--- config.mk ---
export PLATFORM = sky130hd
export DESIGN_NAME = uart_rx
export DESIGN_NICKNAME = d
export VERILOG_FILES = /design/src/rtl/uart_pkg.sv /design/src/rtl/sync_fifo.sv /design/src/rtl/uart_rx.sv
export SDC_FILE = /design/constraint.sdc
export NUM_CORES = 1
export LEC_CHECK = 0
export ABC_AREA = 1
export BUFFER_PORTS_ARGS = -buffer_cell sky130_fd_sc_hd__buf_2
export CAP_MARGIN = 20
export CORE_MARGIN = 4
export CORE_UTILIZATION = 55
export CTS_CLUSTER_DIAMETER = 40
export CTS_CLUSTER_SIZE = 14
export DETAILED_ROUTE_END_ITERATION = 7
export PLACE_DENSITY = 0.76
export SYNTH_ARGS = -nofsm -noshare
export SYNTH_HDL_FRONTEND = slang
export SYNTH_SLANG_ARGS = --single-unit
export TNS_END_PERCENT = 50
--- constraint.sdc ---
create_clock -name clk -period 3.1 [get_ports clk]
set_input_delay 0.93 -clock clk [delete_from_list [all_inputs] [get_ports clk]]
set_output_delay 0.93 -clock clk [all_outputs]
set_load 0.02 [all_outputs]
--- src/rtl/uart_pkg.sv ---
// Shared definitions for the 8N1 UART receive and transmit paths.
package uart_pkg;

    localparam int DATA_BITS = 8;
    localparam int STOP_BITS = 1;

    typedef enum logic [2:0] {
        IDLE,
        START,
        DATA,
        STOP,
        WAIT_IDLE
    } rx_state_t;

    function automatic int clks_per_bit(input int clk_hz, input int baud);
        return clk_hz / baud;
    endfunction

endpackage

--- src/rtl/sync_fifo.sv ---
// First-word-fall-through receive buffer with drop-on-full overrun pulse.
module sync_fifo #(
    parameter int WIDTH = 8,
    parameter int DEPTH = 4
) (
    input  logic             clk,
    input  logic             reset,
    input  logic             push,
    input  logic [WIDTH-1:0] push_data,
    input  logic             pop_ready,
    output logic [WIDTH-1:0] head,
    output logic             valid,
    output logic             overrun
);

    localparam int AW = $clog2(DEPTH);

    logic [AW:0]      wr_ptr;
    logic [AW:0]      rd_ptr;
    logic [WIDTH-1:0] mem [DEPTH];
    logic             empty;
    logic             full;
    logic             do_pop;
    logic             do_push;

    assign empty   = (wr_ptr == rd_ptr);
    assign full    = (wr_ptr[AW] != rd_ptr[AW]) && (wr_ptr[AW-1:0] == rd_ptr[AW-1:0]);
    assign do_pop  = !empty && pop_ready;
    // A pop in the same cycle frees the slot the push is about to fill.
    assign do_push = push && (!full || do_pop);

    assign valid = !empty;
    assign head  = empty ? '0 : mem[rd_ptr[AW-1:0]];

    always_ff @(posedge clk or posedge reset) begin
        if (reset) begin
            wr_ptr  <= '0;
            rd_ptr  <= '0;
            overrun <= 1'b0;
        end else begin
            overrun <= push && !do_push;
            if (do_push) wr_ptr <= wr_ptr + 1'b1;
            if (do_pop)  rd_ptr <= rd_ptr + 1'b1;
        end
    end

    always_ff @(posedge clk) begin
        if (do_push) mem[wr_ptr[AW-1:0]] <= push_data;
    end

endmodule

--- src/rtl/uart_rx.sv ---
// 8N1 UART receiver: line synchronizer, mid-bit sampling FSM, FWFT byte buffer.
//   state     | meaning
//   IDLE      | line high, waiting for a falling edge
//   START     | half-bit wait, confirm start bit still low
//   DATA      | sample 8 data bits at one-bit spacing, LSB first
//   STOP      | sample stop bit; push byte or flag framing error
//   WAIT_IDLE | line held low after a bad frame; wait for it to go high
module uart_rx
    import uart_pkg::*;
#(
    parameter int CLK_FREQ   = 100_000_000,
    parameter int BAUD       = 115200,
    parameter int FIFO_DEPTH = 4
) (
    input  logic       clk,
    input  logic       reset,
    input  logic       rx,
    output logic [7:0] data_out,
    output logic       data_valid,
    input  logic       data_ready,
    output logic       frame_err,
    output logic       overrun,
    output logic       busy
);

    localparam int CPB  = clks_per_bit(CLK_FREQ, BAUD);
    localparam int HALF = CPB / 2;
    localparam int CW   = $clog2(CPB);
    localparam int BW   = $clog2(DATA_BITS);

    localparam logic [CW-1:0] CPB_M1  = CW'(CPB - 1);
    localparam logic [CW-1:0] HALF_M1 = CW'(HALF - 1);
    localparam logic [BW-1:0] LAST_BIT = BW'(DATA_BITS - 1);

    logic                 rx_meta;
    logic                 rx_s;
    rx_state_t            state_q, state_d;
    logic [CW-1:0]        cnt_q, cnt_d;
    logic [BW-1:0]        bit_idx_q, bit_idx_d;
    logic [DATA_BITS-1:0] shreg_q, shreg_d;
    logic                 push;
    logic                 ferr_d;

    always_ff @(posedge clk or posedge reset) begin
        if (reset) begin
            rx_meta <= 1'b1;
            rx_s    <= 1'b1;
        end else begin
            rx_meta <= rx;
            rx_s    <= rx_meta;
        end
    end

    always_ff @(posedge clk or posedge reset) begin
        if (reset) begin
            state_q   <= IDLE;
            cnt_q     <= '0;
            bit_idx_q <= '0;
            shreg_q   <= '0;
            frame_err <= 1'b0;
        end else begin
            state_q   <= state_d;
            cnt_q     <= cnt_d;
            bit_idx_q <= bit_idx_d;
            shreg_q   <= shreg_d;
            frame_err <= ferr_d;
        end
    end

    always_comb begin
        state_d   = state_q;
        cnt_d     = cnt_q;
        bit_idx_d = bit_idx_q;
        shreg_d   = shreg_q;
        push      = 1'b0;
        ferr_d    = 1'b0;
        case (state_q)
            IDLE: begin
                cnt_d     = '0;
                bit_idx_d = '0;
                if (!rx_s) state_d = START;
            end
            START: begin
                if (cnt_q == HALF_M1) begin
                    cnt_d     = '0;
                    bit_idx_d = '0;
                    state_d   = rx_s ? IDLE : DATA;
                end else begin
                    cnt_d = cnt_q + CW'(1);
                end
            end
            DATA: begin
                if (cnt_q == CPB_M1) begin
                    cnt_d     = '0;
                    shreg_d   = {rx_s, shreg_q[DATA_BITS-1:1]};
                    bit_idx_d = bit_idx_q + BW'(1);
                    if (bit_idx_q == LAST_BIT) state_d = STOP;
                end else begin
                    cnt_d = cnt_q + CW'(1);
                end
            end
            STOP: begin
                // Leaving mid-stop-bit gives half a bit of slack for the next start edge.
                if (cnt_q == CPB_M1) begin
                    cnt_d = '0;
                    if (rx_s) begin
                        push    = 1'b1;
                        state_d = IDLE;
                    end else begin
                        ferr_d  = 1'b1;
                        state_d = WAIT_IDLE;
                    end
                end else begin
                    cnt_d = cnt_q + CW'(1);
                end
            end
            WAIT_IDLE: begin
                cnt_d = '0;
                if (rx_s) state_d = IDLE;
            end
            default: state_d = IDLE;
        endcase
    end

    assign busy = (state_q != IDLE);

    sync_fifo #(
        .WIDTH (DATA_BITS),
        .DEPTH (FIFO_DEPTH)
    ) u_fifo (
        .clk       (clk),
        .reset     (reset),
        .push      (push),
        .push_data (shreg_q),
        .pop_ready (data_ready),
        .head      (data_out),
        .valid     (data_valid),
        .overrun   (overrun)
    );

endmodule

==> metrics.md <==
| Metric | Value |
|---|---|
| Status | `completed` |
| Mapped cell area | `3180 um2` |
| Worst-Margin Slew | `649 ps` |
| CP Data Required Time | `2170 ps` |
| DRC | `0` |
| Width of the die | `84.0 um` |
| Ranking of synthesized cells by area | `edfxtp_1 30%, dfrtp_1 25%, nand2_1 12%, inv_1 4.5%, nor2_1 4.4%` |
| Starting DRT DRC Count | `between 100 and 150` |
| Vias per std cell | `5.31` |
| Clk slew on worst S/H paths | `80 ps` |
| Layout Cells excl Fill | `about 460` |
| DRT Wirelength | `6130 um` |
| Final Max Slew Viols | `0` |
| Synth top area share | `0.302` |
| Syn avg cell area | `8.93 um2` |
| Max Cap Viol | `0` |
| Area growth from synthesis to layout | `10.9%` |
| ANT cells | `0` |
| Startpoint Class | `flop` |
| CTS Buf Count | `9` |
| EDFF count, synth | `32` |
| FF+latch area | `1810 um2` |
| Placed insts | `439` |
| Clock root buffer | `clkbuf_8` |
| Post-Synth Adder-Cell Area | `0.0354` |
| Chip height | `84.0 um` |
| Number of core rows | `27` |
| Number of global-route vias before repair | `2303` |
| Unrepaired setup endpoints after global routing | `false` |
| CTS tree | `done` |
| Post-CTS Setup Inserts | `0` |
| Fill count | `470` |
| Peak Freq | `365 MHz` |
| WP buf/inv | `3` |
| PortBufs | `15` |
| Primary FF master, synth | `edfxtp_1` |
| Aggregate global-route resource usage | `0.190` |
| Lkg Pwr | `1.74 nW` |
| Post-route setup TNS | `0 ps` |
| Crit-path cells | `inv_2 > nand2_1 > nand2_1 > nor2_1 > nand2_2 > nand2_1 > inv_1 > buf_2` |
| Critical path's slowest cell | `dfrtp_1` |
| Post-Synthesis Cells | `356` |
| Yosys top cell by area | `edfxtp_1` |
| CTS Buffer Depth | `2` |
| Commonest non-fill, non-tap cells in the layout | `105 x nand2_1, 38 x inv_1, 37 x nor2_1, 32 x dfrtp_1, 32 x edfxtp_1` |
| Most common cell after layout, fill and taps aside | `nand2_1` |
| Largest family of logic cells by synthesized area | `simple AND/OR/NAND/NOR gates` |
| CTS Sinks | `66` |
| Post-route ant nets | `0` |
| Initial core utilization | `0.574` |
| Final nets | `just under 400` |
| Final GP Congestion | `0.848` |
| Fraction of synthesized cell area in xor and xnor cells | `0.00551` |
| Peak supply drop | `0.474 mV` |
| Min cycle time layout | `~2700 ps` |
| Complex-gate fraction of the synthesized area | `0.0767` |
| # resized after CTS | `0` |
| CP endpoint kind | `primary output` |
| Largest net degree at the start of global routing | `35` |
| Core ar. | `5540 um2` |
| Clk_lat worst skew | `340 ps` |
| Kind of cell adding the most delay to the critical path | `flip-flops` |
| Seq cells post-synth | `66` |
| Ys Warns | `0` |
| Multi-input gate area | `1150 um2` |
| Crit Path Category | `reg2out` |
| Antenna violations before repair | `0` |
| Wire length of the first global-routing pass | `10700 um` |
| Sw frac | `0.342` |
| Gate power share | `0.258` |
| Min-delay worst type | `reg2reg` |
| Setup-failing EPs final | `0` |
| Simple-gate share of the synthesized area | `0.244` |
| Crit path DAT | `1810 ps` |
| Endpoints failing hold | `0` |
| Mux contribution to synthesized area | `0` |
| Internal | `roughly 0.0015 W` |
| 1st-pass router iterations | `5` |
| Synth unique cells | `32` |
| FFs w/ async S/R, synth | `0.515` |
| Clock share of power | `0.318` |
| Max Fanout on Critical Path | `11` |
| Period Utilization, post-route | `0.883` |
| Net switching power | `about 0.0008 W` |
| Register area share after synthesis | `0.571` |
| # H-tree levels | `3` |
| Pwr dens | `647 nW/um2` |
| Hold buffers post-CTS | `0` |
| Via Count | `~2400` |
| Clk_skew | `9.81 ps` |
| Mapped Nets | `about 370` |
| Ports | `16` |
| CP max stage delay | `~570 ps` |
| Proportion of layout cells with a drive suffix above 1 | `0.131` |
| Dpl hpwl | `4090 um` |
| Routed length per placed instance | `13.5 um` |
| Total congestion overflow | `0` |
| Die area | `7060 um2` |
| Sequential Power Share | `0.423` |
| CP dominant cell by count | `nand2_1` |
| Slew headroom | `0.566` |
## metrics by stage
stage	area, um2	util	worst slack, ps	hold slack [ps]	total power (W)
global placement	3320	0.600	785	347	0.00154
CTS	3530	0.636	357	359	0.00229
finish	3530	0.636	362	359	0.00228
global route	3530	0.636	179	363	0.00241
floorplan	3180	-	871	345	0.00141
detailed placement	3320	0.600	738	348	0.00157
## cell usage after synthesis (4+ instances only)
master      n
edfxtp_1   32
nor2_1     37
inv_1      38
ha_1        9
dfrtp_1    32
nand3_1    20
nand2_1   105
inv_2       4
o22ai_1     8
nand4_1     6
o21ai_0    24
nor3_1      4
a21oi_1     9
## cell families (layout without fill, tap and decap cells)
kind of cell               count (synthesis)  in the layout
AOI/OAI and AO/OA                         45             45
and+or+nand+nor                          182            182
xor gates and xnor gates                   2              2
buffers and inverters                     52             79
DFF                                       66             66
adders and majority gates                  9              9
## flip-flops by register name, summed over array words and instances (netlist names), 3 cells and up
signal / flops
u_fifo.rd_ptr: 3
cnt_q: 10
state_q: 3
u_fifo.mem: 32
shreg_q: 8
bit_idx_q: 3
u_fifo.wr_ptr: 3
## power groups by stage
stage,logic [W],registers [W],clock network [W]
3_3_place_gp,0.000561,0.000983,0
6_report,0.000589,0.000966,0.000727
2_1_floorplan,0.000447,0.000962,0
3_5_place_dp,0.000583,0.000984,0
5_1_grt,0.000662,0.000969,0.000783
4_1_cts,0.000593,0.000966,0.000734
## final cells by class
type	count	area share
sequential	66	0.515
clock buffer	9	0.0351
timing repair buffer	19	0.0298
inverter	44	0.0472
clock inverter	7	0.0220
tap	72	0.0256
multi-input combinational	238	0.326
## path summary, 6_finish.rpt
check	start	cells after the start	slack (ps)	to
hold reg to reg	rx_meta	0	360	rx_s
min in group asynchronous	reset	3	660	u_fifo.overrun
setup / recovery	u_fifo.rd_ptr[1]	8	360	data_out[3]
hold / removal	rx_meta	0	360	rx_s
setup reg to reg	cnt_q[0]	7	790	u_fifo.mem[1][6]
max in group asynchronous	reset	3	2100	rx_meta
## per-layer routing
| layer | GRT usage | vias to the layer above | part of all wire |
|---|---|---|---|
| met4 | 0.0702 | 0 | 0.011 |
| met5 | 0 | - | 0 |
| li1 | - | 1207 | - |
| met2 | 0.298 | 61 | 0.48 |
| met3 | 0.0533 | 8 | 0.046 |
| met1 | 0.251 | 1142 | 0.46 |
No activity file was read; power rests on OpenSTA's default activity.
